**src/rtl/cdma_pkg.sv**
```systemverilog
// Shared definitions for the CDMA lite sequencer: register map, status bits, FSM encoding.
package cdma_pkg;

  localparam logic [31:0] CDMA_SR_OFS  = 32'h0000_0004;
  localparam logic [31:0] CDMA_SA_OFS  = 32'h0000_0018;
  localparam logic [31:0] CDMA_DA_OFS  = 32'h0000_0020;
  localparam logic [31:0] CDMA_BTT_OFS = 32'h0000_0028;

  localparam int SR_IDLE_BIT    = 1;
  localparam int SR_ERR_LSB     = 4;
  localparam int SR_ERR_MSB     = 6;

  localparam logic [1:0] RESP_OKAY = 2'b00;
  localparam logic [3:0] WSTRB_ALL = 4'hF;

  typedef enum logic [2:0] {
    IDLE    = 3'd0,
    WR_SA   = 3'd1,
    WR_DA   = 3'd2,
    WR_BTT  = 3'd3,
    POLL_AR = 3'd4,
    POLL_R  = 3'd5,
    DONE    = 3'd6
  } cdma_state_t;

  function automatic logic [31:0] btt_word(input logic [22:0] btt);
    return {9'd0, btt};
  endfunction

endpackage

```
**src/rtl/axil_single_wr.sv**
```systemverilog
// One-beat AXI4-Lite write engine: launches AW and W together, each retires on its own
// handshake, then accepts the B response once both have completed.
module axil_single_wr
  import cdma_pkg::*;
(
  input  logic        clk,
  input  logic        rst_n,
  input  logic        start,
  input  logic [31:0] addr,
  input  logic [31:0] data,
  output logic [31:0] awaddr,
  output logic        awvalid,
  input  logic        awready,
  output logic [31:0] wdata,
  output logic [3:0]  wstrb,
  output logic        wvalid,
  input  logic        wready,
  input  logic [1:0]  bresp,
  input  logic        bvalid,
  output logic        bready,
  output logic        done,
  output logic [1:0]  resp
);

  logic busy;
  logic aw_done;
  logic w_done;

  always_ff @(posedge clk or negedge rst_n) begin
    if (!rst_n) begin
      awaddr  <= '0;
      wdata   <= '0;
      awvalid <= 1'b0;
      wvalid  <= 1'b0;
      busy    <= 1'b0;
      aw_done <= 1'b0;
      w_done  <= 1'b0;
    end else if (start) begin
      awaddr  <= addr;
      wdata   <= data;
      awvalid <= 1'b1;
      wvalid  <= 1'b1;
      busy    <= 1'b1;
      aw_done <= 1'b0;
      w_done  <= 1'b0;
    end else begin
      if (awvalid && awready) begin
        awvalid <= 1'b0;
        aw_done <= 1'b1;
      end
      if (wvalid && wready) begin
        wvalid <= 1'b0;
        w_done <= 1'b1;
      end
      if (done) begin
        busy    <= 1'b0;
        aw_done <= 1'b0;
        w_done  <= 1'b0;
      end
    end
  end

  // Strobes are only driven while a beat is offered so the bus idles at zero.
  assign wstrb  = wvalid ? WSTRB_ALL : 4'h0;
  assign bready = busy & aw_done & w_done;
  assign done   = bready & bvalid;
  assign resp   = bresp;

endmodule

```
**src/rtl/cdma_lite_seq.sv**
```systemverilog
// Programs an AXI CDMA for one simple-mode transfer (SA, DA, BTT) over AXI4-Lite and
// polls CDMASR until the engine goes idle, a bus error occurs or the poll budget runs out.
//
// state   | meaning
// IDLE    | after reset, waiting for an INIT_TXN rising edge
// WR_SA   | writing source address
// WR_DA   | writing destination address
// WR_BTT  | writing byte count (starts the CDMA)
// POLL_AR | issuing a CDMASR read
// POLL_R  | waiting for CDMASR read data
// DONE    | transfer finished, TXN_DONE high, ERROR valid
module cdma_lite_seq
  import cdma_pkg::*;
#(
  parameter logic [31:0] C_CDMA_BASE  = 32'h0000_0000,
  parameter int          C_POLL_LIMIT = 1024
) (
  input  logic        ACLK,
  input  logic        ARESETN,
  input  logic        INIT_TXN,
  input  logic [31:0] SRC_ADDR,
  input  logic [31:0] DST_ADDR,
  input  logic [22:0] BTT,
  output logic        TXN_DONE,
  output logic        ERROR,
  output logic [31:0] M_AXI_AWADDR,
  output logic        M_AXI_AWVALID,
  input  logic        M_AXI_AWREADY,
  output logic [31:0] M_AXI_WDATA,
  output logic [3:0]  M_AXI_WSTRB,
  output logic        M_AXI_WVALID,
  input  logic        M_AXI_WREADY,
  input  logic [1:0]  M_AXI_BRESP,
  input  logic        M_AXI_BVALID,
  output logic        M_AXI_BREADY,
  output logic [31:0] M_AXI_ARADDR,
  output logic        M_AXI_ARVALID,
  input  logic        M_AXI_ARREADY,
  input  logic [31:0] M_AXI_RDATA,
  input  logic [1:0]  M_AXI_RRESP,
  input  logic        M_AXI_RVALID,
  output logic        M_AXI_RREADY
);

  localparam logic [15:0] POLL_LIM = 16'(C_POLL_LIMIT);

  cdma_state_t state, state_nxt;

  logic        init_q;
  logic        start;
  logic [31:0] dst_q;
  logic [22:0] btt_q;
  logic [15:0] poll_cnt;
  logic        error_q, error_nxt;

  logic        wr_start;
  logic [31:0] wr_addr;
  logic [31:0] wr_data;
  logic        wr_done;
  logic [1:0]  wr_resp;

  logic        sr_idle;
  logic        sr_err;
  logic        unused_rdata;

  assign start   = INIT_TXN & ~init_q & ((state == IDLE) | (state == DONE));
  assign sr_idle = M_AXI_RDATA[SR_IDLE_BIT];
  assign sr_err  = |M_AXI_RDATA[SR_ERR_MSB:SR_ERR_LSB];
  assign unused_rdata = ^{M_AXI_RDATA[31:7], M_AXI_RDATA[3:2], M_AXI_RDATA[0]};

  always_ff @(posedge ACLK or negedge ARESETN) begin
    if (!ARESETN) begin
      state <= IDLE;
    end else begin
      state <= state_nxt;
    end
  end

  always_comb begin
    state_nxt = state;
    error_nxt = error_q;
    wr_start  = 1'b0;
    wr_addr   = '0;
    wr_data   = '0;
    case (state)
      IDLE, DONE: begin
        if (start) begin
          if (BTT == '0) begin
            state_nxt = DONE;
            error_nxt = 1'b1;
          end else begin
            state_nxt = WR_SA;
            error_nxt = 1'b0;
            wr_start  = 1'b1;
            wr_addr   = C_CDMA_BASE + CDMA_SA_OFS;
            wr_data   = SRC_ADDR;
          end
        end
      end
      WR_SA: begin
        if (wr_done) begin
          if (wr_resp != RESP_OKAY) begin
            state_nxt = DONE;
            error_nxt = 1'b1;
          end else begin
            state_nxt = WR_DA;
            wr_start  = 1'b1;
            wr_addr   = C_CDMA_BASE + CDMA_DA_OFS;
            wr_data   = dst_q;
          end
        end
      end
      WR_DA: begin
        if (wr_done) begin
          if (wr_resp != RESP_OKAY) begin
            state_nxt = DONE;
            error_nxt = 1'b1;
          end else begin
            state_nxt = WR_BTT;
            wr_start  = 1'b1;
            wr_addr   = C_CDMA_BASE + CDMA_BTT_OFS;
            wr_data   = btt_word(btt_q);
          end
        end
      end
      WR_BTT: begin
        if (wr_done) begin
          if (wr_resp != RESP_OKAY) begin
            state_nxt = DONE;
            error_nxt = 1'b1;
          end else begin
            state_nxt = POLL_AR;
          end
        end
      end
      POLL_AR: begin
        if (M_AXI_ARREADY) begin
          state_nxt = POLL_R;
        end
      end
      POLL_R: begin
        if (M_AXI_RVALID) begin
          if (M_AXI_RRESP != RESP_OKAY) begin
            state_nxt = DONE;
            error_nxt = 1'b1;
          end else if (sr_idle) begin
            state_nxt = DONE;
            error_nxt = sr_err;
          end else if (poll_cnt >= POLL_LIM) begin
            state_nxt = DONE;
            error_nxt = 1'b1;
          end else begin
            state_nxt = POLL_AR;
          end
        end
      end
      default: begin
        state_nxt = IDLE;
      end
    endcase
  end

  // init_q resets high so a level held through reset is not mistaken for a new edge.
  always_ff @(posedge ACLK or negedge ARESETN) begin
    if (!ARESETN) begin
      init_q   <= 1'b1;
      dst_q    <= '0;
      btt_q    <= '0;
      poll_cnt <= '0;
      error_q  <= 1'b0;
    end else begin
      init_q  <= INIT_TXN;
      error_q <= error_nxt;
      if (start) begin
        dst_q    <= DST_ADDR;
        btt_q    <= BTT;
        poll_cnt <= '0;
      end else if ((state == POLL_AR) && M_AXI_ARREADY) begin
        poll_cnt <= poll_cnt + 16'd1;
      end
    end
  end

  axil_single_wr u_wr (
    .clk     (ACLK),
    .rst_n   (ARESETN),
    .start   (wr_start),
    .addr    (wr_addr),
    .data    (wr_data),
    .awaddr  (M_AXI_AWADDR),
    .awvalid (M_AXI_AWVALID),
    .awready (M_AXI_AWREADY),
    .wdata   (M_AXI_WDATA),
    .wstrb   (M_AXI_WSTRB),
    .wvalid  (M_AXI_WVALID),
    .wready  (M_AXI_WREADY),
    .bresp   (M_AXI_BRESP),
    .bvalid  (M_AXI_BVALID),
    .bready  (M_AXI_BREADY),
    .done    (wr_done),
    .resp    (wr_resp)
  );

  assign M_AXI_ARVALID = (state == POLL_AR);
  assign M_AXI_ARADDR  = M_AXI_ARVALID ? (C_CDMA_BASE + CDMA_SR_OFS) : 32'h0;
  assign M_AXI_RREADY  = (state == POLL_R);
  assign TXN_DONE      = (state == DONE);
  assign ERROR         = error_q;

endmodule

```
**config.mk**
```make
export PLATFORM = sky130hd
export DESIGN_NAME = cdma_lite_seq
export DESIGN_NICKNAME = d
export VERILOG_FILES = /design/src/rtl/cdma_pkg.sv /design/src/rtl/axil_single_wr.sv /design/src/rtl/cdma_lite_seq.sv
export SDC_FILE = /design/constraint.sdc
export NUM_CORES = 1
export LEC_CHECK = 0
export BUFFER_PORTS_ARGS = -buffer_cell sky130_fd_sc_hd__buf_2
export CORE_MARGIN = 2
export CORE_UTILIZATION = 51
export DETAILED_ROUTE_END_ITERATION = 6
export PLACE_DENSITY = 0.86
export SYNTH_ARGS = -nofsm -noshare
export SYNTH_HDL_FRONTEND = slang
export SYNTH_HIERARCHICAL = 1
export SYNTH_SLANG_ARGS = --single-unit
```
**constraint.sdc**
```tcl
create_clock -name ACLK -period 2.45 [get_ports ACLK]
set_input_delay 0.3675 -clock ACLK [delete_from_list [all_inputs] [get_ports ACLK]]
set_output_delay 0.3675 -clock ACLK [all_outputs]
set_load 0.03 [all_outputs]
```
# --- Word-level counts from Yosys, hierarchy flattened ---
# Cells that the tools add are included.
# Widths: inputs -> output; s select.
op_classes:
  bitwise_logic: 7
  magnitude_cmp: 1
  addsub: 1
  n_reduce_logical: 20
  n_mux: 58
  n_eq_ne: 15
ops:
  columns: ["cell", "count"]
  rows:
  - ["$mux 32", 4]
  - ["$pmux 32 s3", 1]
  - ["$mux 23", 2]
  - ["$mux 16", 2]
  - ["$mux 3", 10]
  - ["$mux 1", 24]
  - ["$mux 6", 4]
  - ["$logic_not 23->1", 1]
  - ["$pmux 3 s6", 1]
  - ["$pmux 6 s3", 1]
  - ["$add 16x1->16 const B", 1]
  - ["$ge 16x11->1 const B", 1]
  - ["$ne 2x1->1 const B", 6]
  - ["$reduce_and 6->1", 2]
  - ["$reduce_bool 2->1", 6]
  - ["$mux 5", 2]
  - ["$eq 3x3->1 const B", 3]
  - ["$reduce_bool 3->1", 3]
  - ["$mux 2", 4]
  - ["$eq 3x2->1 const B", 2]
  - ["$reduce_or 3->1", 2]
  - ["$and 1x1->1", 5]
  - ["$mux 4", 1]
  - ["$ne 2x2->1 const B", 2]
  - ["9 further kinds", 12]
word_totals:
  output_inout_bits: 107
  reg_bits: 145
  word_cells: 115
  in_bits: 131

# --- Depth between registers and ports, before layout ---
logic_depth:
  ltp_word: 6
  depth_mapped: 10

# --- Cells and area by module ---
# Netlist, hierarchy kept.
modules_own_cells:
  columns: ["module", "seq_area_each_um2", "cells_per_inst", "instances", "area_per_inst_um2"]
  rows:
  - ["cdma_lite_seq", 1903.1, 494, 1, 4172.8]
  - ["axil_single_wr", 1726.7, 159, 1, 2638.8]

# --- Least setup slack after synthesis ---
# OpenSTA, ideal clock, no wires.
synth_path:
  kind: "in2reg"
  start: "input port M_AXI_BRESP[1]"
  end: "register u_wr.awaddr[12]"
  path_slack_ps: 296
  arrival_time_ps: 2029
  path_stages: 10
  path_buffers: 4
  setup_ps: 125
  path_cell_list: "buf_4 nor2_1 nand2_1 nor4_2 or2_2 or2_2 buf_6 buf_6 buf_6 mux2_4"
synth_via:
  elab_chain_len: 4
synth_lines:
  columns: ["item", "line_no", "text"]
  rows:
  - ["start, declared", "cdma_lite_seq.sv:33", "input logic [1:0] M_AXI_BRESP,"]
  - ["$reduce_bool 2->1", "cdma_lite_seq.sv:102, cdma_lite_seq.sv:115", null]
  - ["$mux 1", "cdma_lite_seq.sv:102, cdma_lite_seq.sv:115", null]
  - ["$mux 1", "cdma_lite_seq.sv:101", "if (wr_done) begin"]
  - ["$pmux 1 s2", "cdma_lite_seq.sv:85", "case (state)"]
  - ["via wr_start", "cdma_lite_seq.sv:56", "logic wr_start;"]
  - ["end signal, assigned", "axil_single_wr.sv:39", "awaddr <= addr;"]
  - ["end, declared", "axil_single_wr.sv:11", "output logic [31:0] awaddr,"]
# The timed path passes the listed nets, and every way through them passes these cells.
# A chain may end at the register's enable or synchronous reset.

# --- Worst setup path after layout ---
layout_path:
  start: "register state[2]"
  end: "register u_wr.awaddr[11]"
layout_via:
  elab_chain_len: 5
  elab_cells_between_ends: 10
  cone_classes: "eq/ne: 3; mux: 2; bitwise: 2; reduce/logical: 3"
layout_lines:
  columns: ["item", "line_no", "text"]
  rows:
  - ["start, declared", "cdma_lite_seq.sv:47", "cdma_state_t state, state_nxt;"]
  - ["start signal, assigned", "cdma_lite_seq.sv:75", "state <= state_nxt;"]
  - ["$eq 3x3->1 / $logic_not 3->1 (equally long branches)", "cdma_lite_seq.sv:66, cdma_lite_seq.sv:85", null]
  - ["$or 1x1->1", "cdma_lite_seq.sv:66", "assign start = INIT_TXN & ~init_q & ((state == IDLE) | (state == DONE));"]
  - ["$and 1x1->1", "cdma_lite_seq.sv:66", null]
  - ["$mux 1", "cdma_lite_seq.sv:87", "if (start) begin"]
  - ["$pmux 1 s2 (*)", "cdma_lite_seq.sv:85", null]
  - ["via wr_start", "cdma_lite_seq.sv:56", null]
# The timed path passes the listed nets; every way through them passes the cells marked *.

==> reports/metrics.yaml <==
critPathRequiredTime_ps: 2760
layout_common_cells: "nand2_1, buf_2, dfrtp_1"
max_freq_ghz: 0.472
postLayoutCellArea_um2: 8540
cp_max_fo: 31
vias: 5355
first_pass_iters: 4
multi_input_area_um2: 2930
cp_slowest_cell: "dfrtp_1"
path_cells: "buf_4 -> nand2b_1 -> and3_1 -> nand2_2 -> nor2_4 -> or2_4 -> buf_12 -> mux2_2"
die_w_um: 120
die_area_um2: 14300
globalplace.congestion: 0.854
dpl-instance-area_um2: 7950
drive_gt1_frac: 0.348
yosys_warnings: 6
grt.overflow.total: 0
place_hpwl_mm: 11.0
netlist_area_um2: 6810
cts.sinks: 145
p_leak_nw: 4.68
startpoint_type: "flop"
antenna_left: 0
synth.top_cell.area_share: 0.529
drt_iter0_markers: 313
layout_min_cycle_time_ps: 2120
tightest_slew_ps: 579
grt_max_degree: 72
avgViaCountPerCell: 5.10
dpl_worst_slack_ps: 16.5
htreeDepth: 4
first_global_vias: 5533
final_common_cell: "nand2_1"
totalWireLength_mm: 16.7
grt_usage: 0.246
synth_edf_count: 0
pin_count: 238
cts_root_buffer: "clkbuf_16"
seq_area_frac_synth: 0.533
avgSynthCellArea_um2: 10.4
initial_utilization: 0.518
cts_hold_buf: 1
cts_setup_buffers: 0
slew_headroom: 0.614
syn-instance-count: 653
clk_pin_slew_ps: 60
antenna_found_initial: 3
hold_violations: 0
layout.nets: 993
synth-async-reset-ratio: 1.00
port_buffers: 178
hold_ws_ps: 44.4
synth_top_cells_by_area: "dfrtp_1, nand2_1, mux2_2"
setup_viol: 0
cp_data_arrival_time_ps: 2430
area_delta_synth_final_pct: 25.4
ys_seq_elements: 145
yosysTopAreaCell: "dfrtp_1"
tritoncts: "built"
fin_setup_tns_ps: 0
maxSlewViolCount: 0
cts-resized-gates: 0
skew_ps: 7.78
power_density_nw_per_um2: 1170
drt_drc_violations_left: 0
final.setup.worst_slack_ps: 331
rsz0062_at_grt: "no"
ir_drop_uv: 638
num_rows: 42
die_h_um: 120
coreArea_um2: 13100
slowest_delay_ps: 380
synth_cell_type_count: 48
maxCapViolCount: 0
criticalPathCategory: "reg -> reg"
status: "complete, no violations"
n_fill_cell: 1038
clock_path_buffers: 2
crit_path_end_kind: "flop"
seq_area_um2: 3630
insertion_delay_ps: 430
grt_pass1_wl_mm: 27.4
synth_top_flop_cell: "dfrtp_1"
final_util: 0.650
fin_crit_sh: 0.865
routedWlPerCell_um: 15.9
cts_buffers: 17
min_path_type: "in -> reg"
==> Yosys cell counts, types with 3 or more instances <==
| cell type | n |
|---|---|
| buf_4 | 38 |
| or2_2 | 3 |
| dfrtp_1 | 144 |
| xnor2_1 | 6 |
| nand2b_1 | 3 |
| buf_6 | 3 |
| a21oi_1 | 6 |
| nand2_1 | 184 |
| mux2_2 | 59 |
| o21ai_0 | 8 |
| and3_1 | 3 |
| nor2_1 | 25 |
| clkbuf_1 | 8 |
| nor4_1 | 11 |
| a21o_1 | 25 |
| nand3_1 | 9 |
| mux2_4 | 5 |
| xor2_1 | 8 |
| a22o_1 | 32 |
| inv_1 | 10 |
| buf_2 | 23 |
| nor3_1 | 4 |
==> where the power goes <==
part | switching [mW] | leakage, nW | internal [mW] | total, mW
combinational | 2.30 | 2.55 | 1.34 | 3.64
sequential | 0.514 | 1.86 | 3.31 | 3.82
clock | 0.994 | 0.272 | 1.54 | 2.54
==> layout make-up <==
| class | instances | share of cell area |
|---|---|---|
| Antenna cell | 1 | 0.000293 |
| Timing Repair Buffer | 201 | 0.134 |
| Tap cell | 176 | 0.0258 |
| Inverter | 10 | 0.00440 |
| Clock buffer | 22 | 0.0544 |
| Clock inverter | 10 | 0.0129 |
| Multi-Input combinational cell | 485 | 0.343 |
| Sequential cell | 145 | 0.425 |
==> stage by stage <==
stage               cells  total power, mW
floorplan             712             6.40
global placement     1016             7.31
detailed placement   1016             7.46
CTS                  1049             10.1
global route         1049             10.6
finish               1050             10.0
==> flip-flops by register name (all words and copies together) (netlist names), 3 cells and up <==
name         flops
state            3
poll_cnt        16
u_wr/wdata      32
u_wr/awaddr     32
dst_q           32
btt_q           23
==> critical path, delay by kind of cell, from the launching register on <==
| family | cells | cell delay, ps |
|---|---|---|
| multiplexers | 1 | 370 |
| flip-flops | 1 | 380 |
| AND/OR/NAND/NOR | 5 | 810 |
| buffers and inverters | 2 | 420 |
==> final timing paths <==
kind	startpoint	end	slack [ps]	depth (start not counted)
setup / recovery	state[2]	u_wr/awaddr[11]	330	8
hold / removal	INIT_TXN	init_q	40	1
setup reg to reg	state[2]	u_wr/awaddr[11]	330	8
hold reg to reg	dst_q[4]	dst_q[4]	470	2
max in group asynchronous	ARESETN	init_q	1220	3
min in group asynchronous	ARESETN	u_wr/wdata[18]	490	2
==> kinds of logic after synthesis <==
| family | synth area share |
|---|---|
| xor+xnor | 0.0180 |
| flops | 0.533 |
| buf+inv | 0.0737 |
| other cells | 0.000551 |
| compound gates | 0.0929 |
| fa+ha+maj | 0.00367 |
| simple gates | 0.167 |
| mux | 0.111 |
==> routing by layer <==
metal	GRT usage	up-vias	wire length (um)
met2	0.414	187	8370
met1	0.303	2605	6900
met3	0.0708	28	1100
met4	0.0868	4	293
met5	0	-	27
li1	-	2531	-
(Power assumes the default switching activity.)
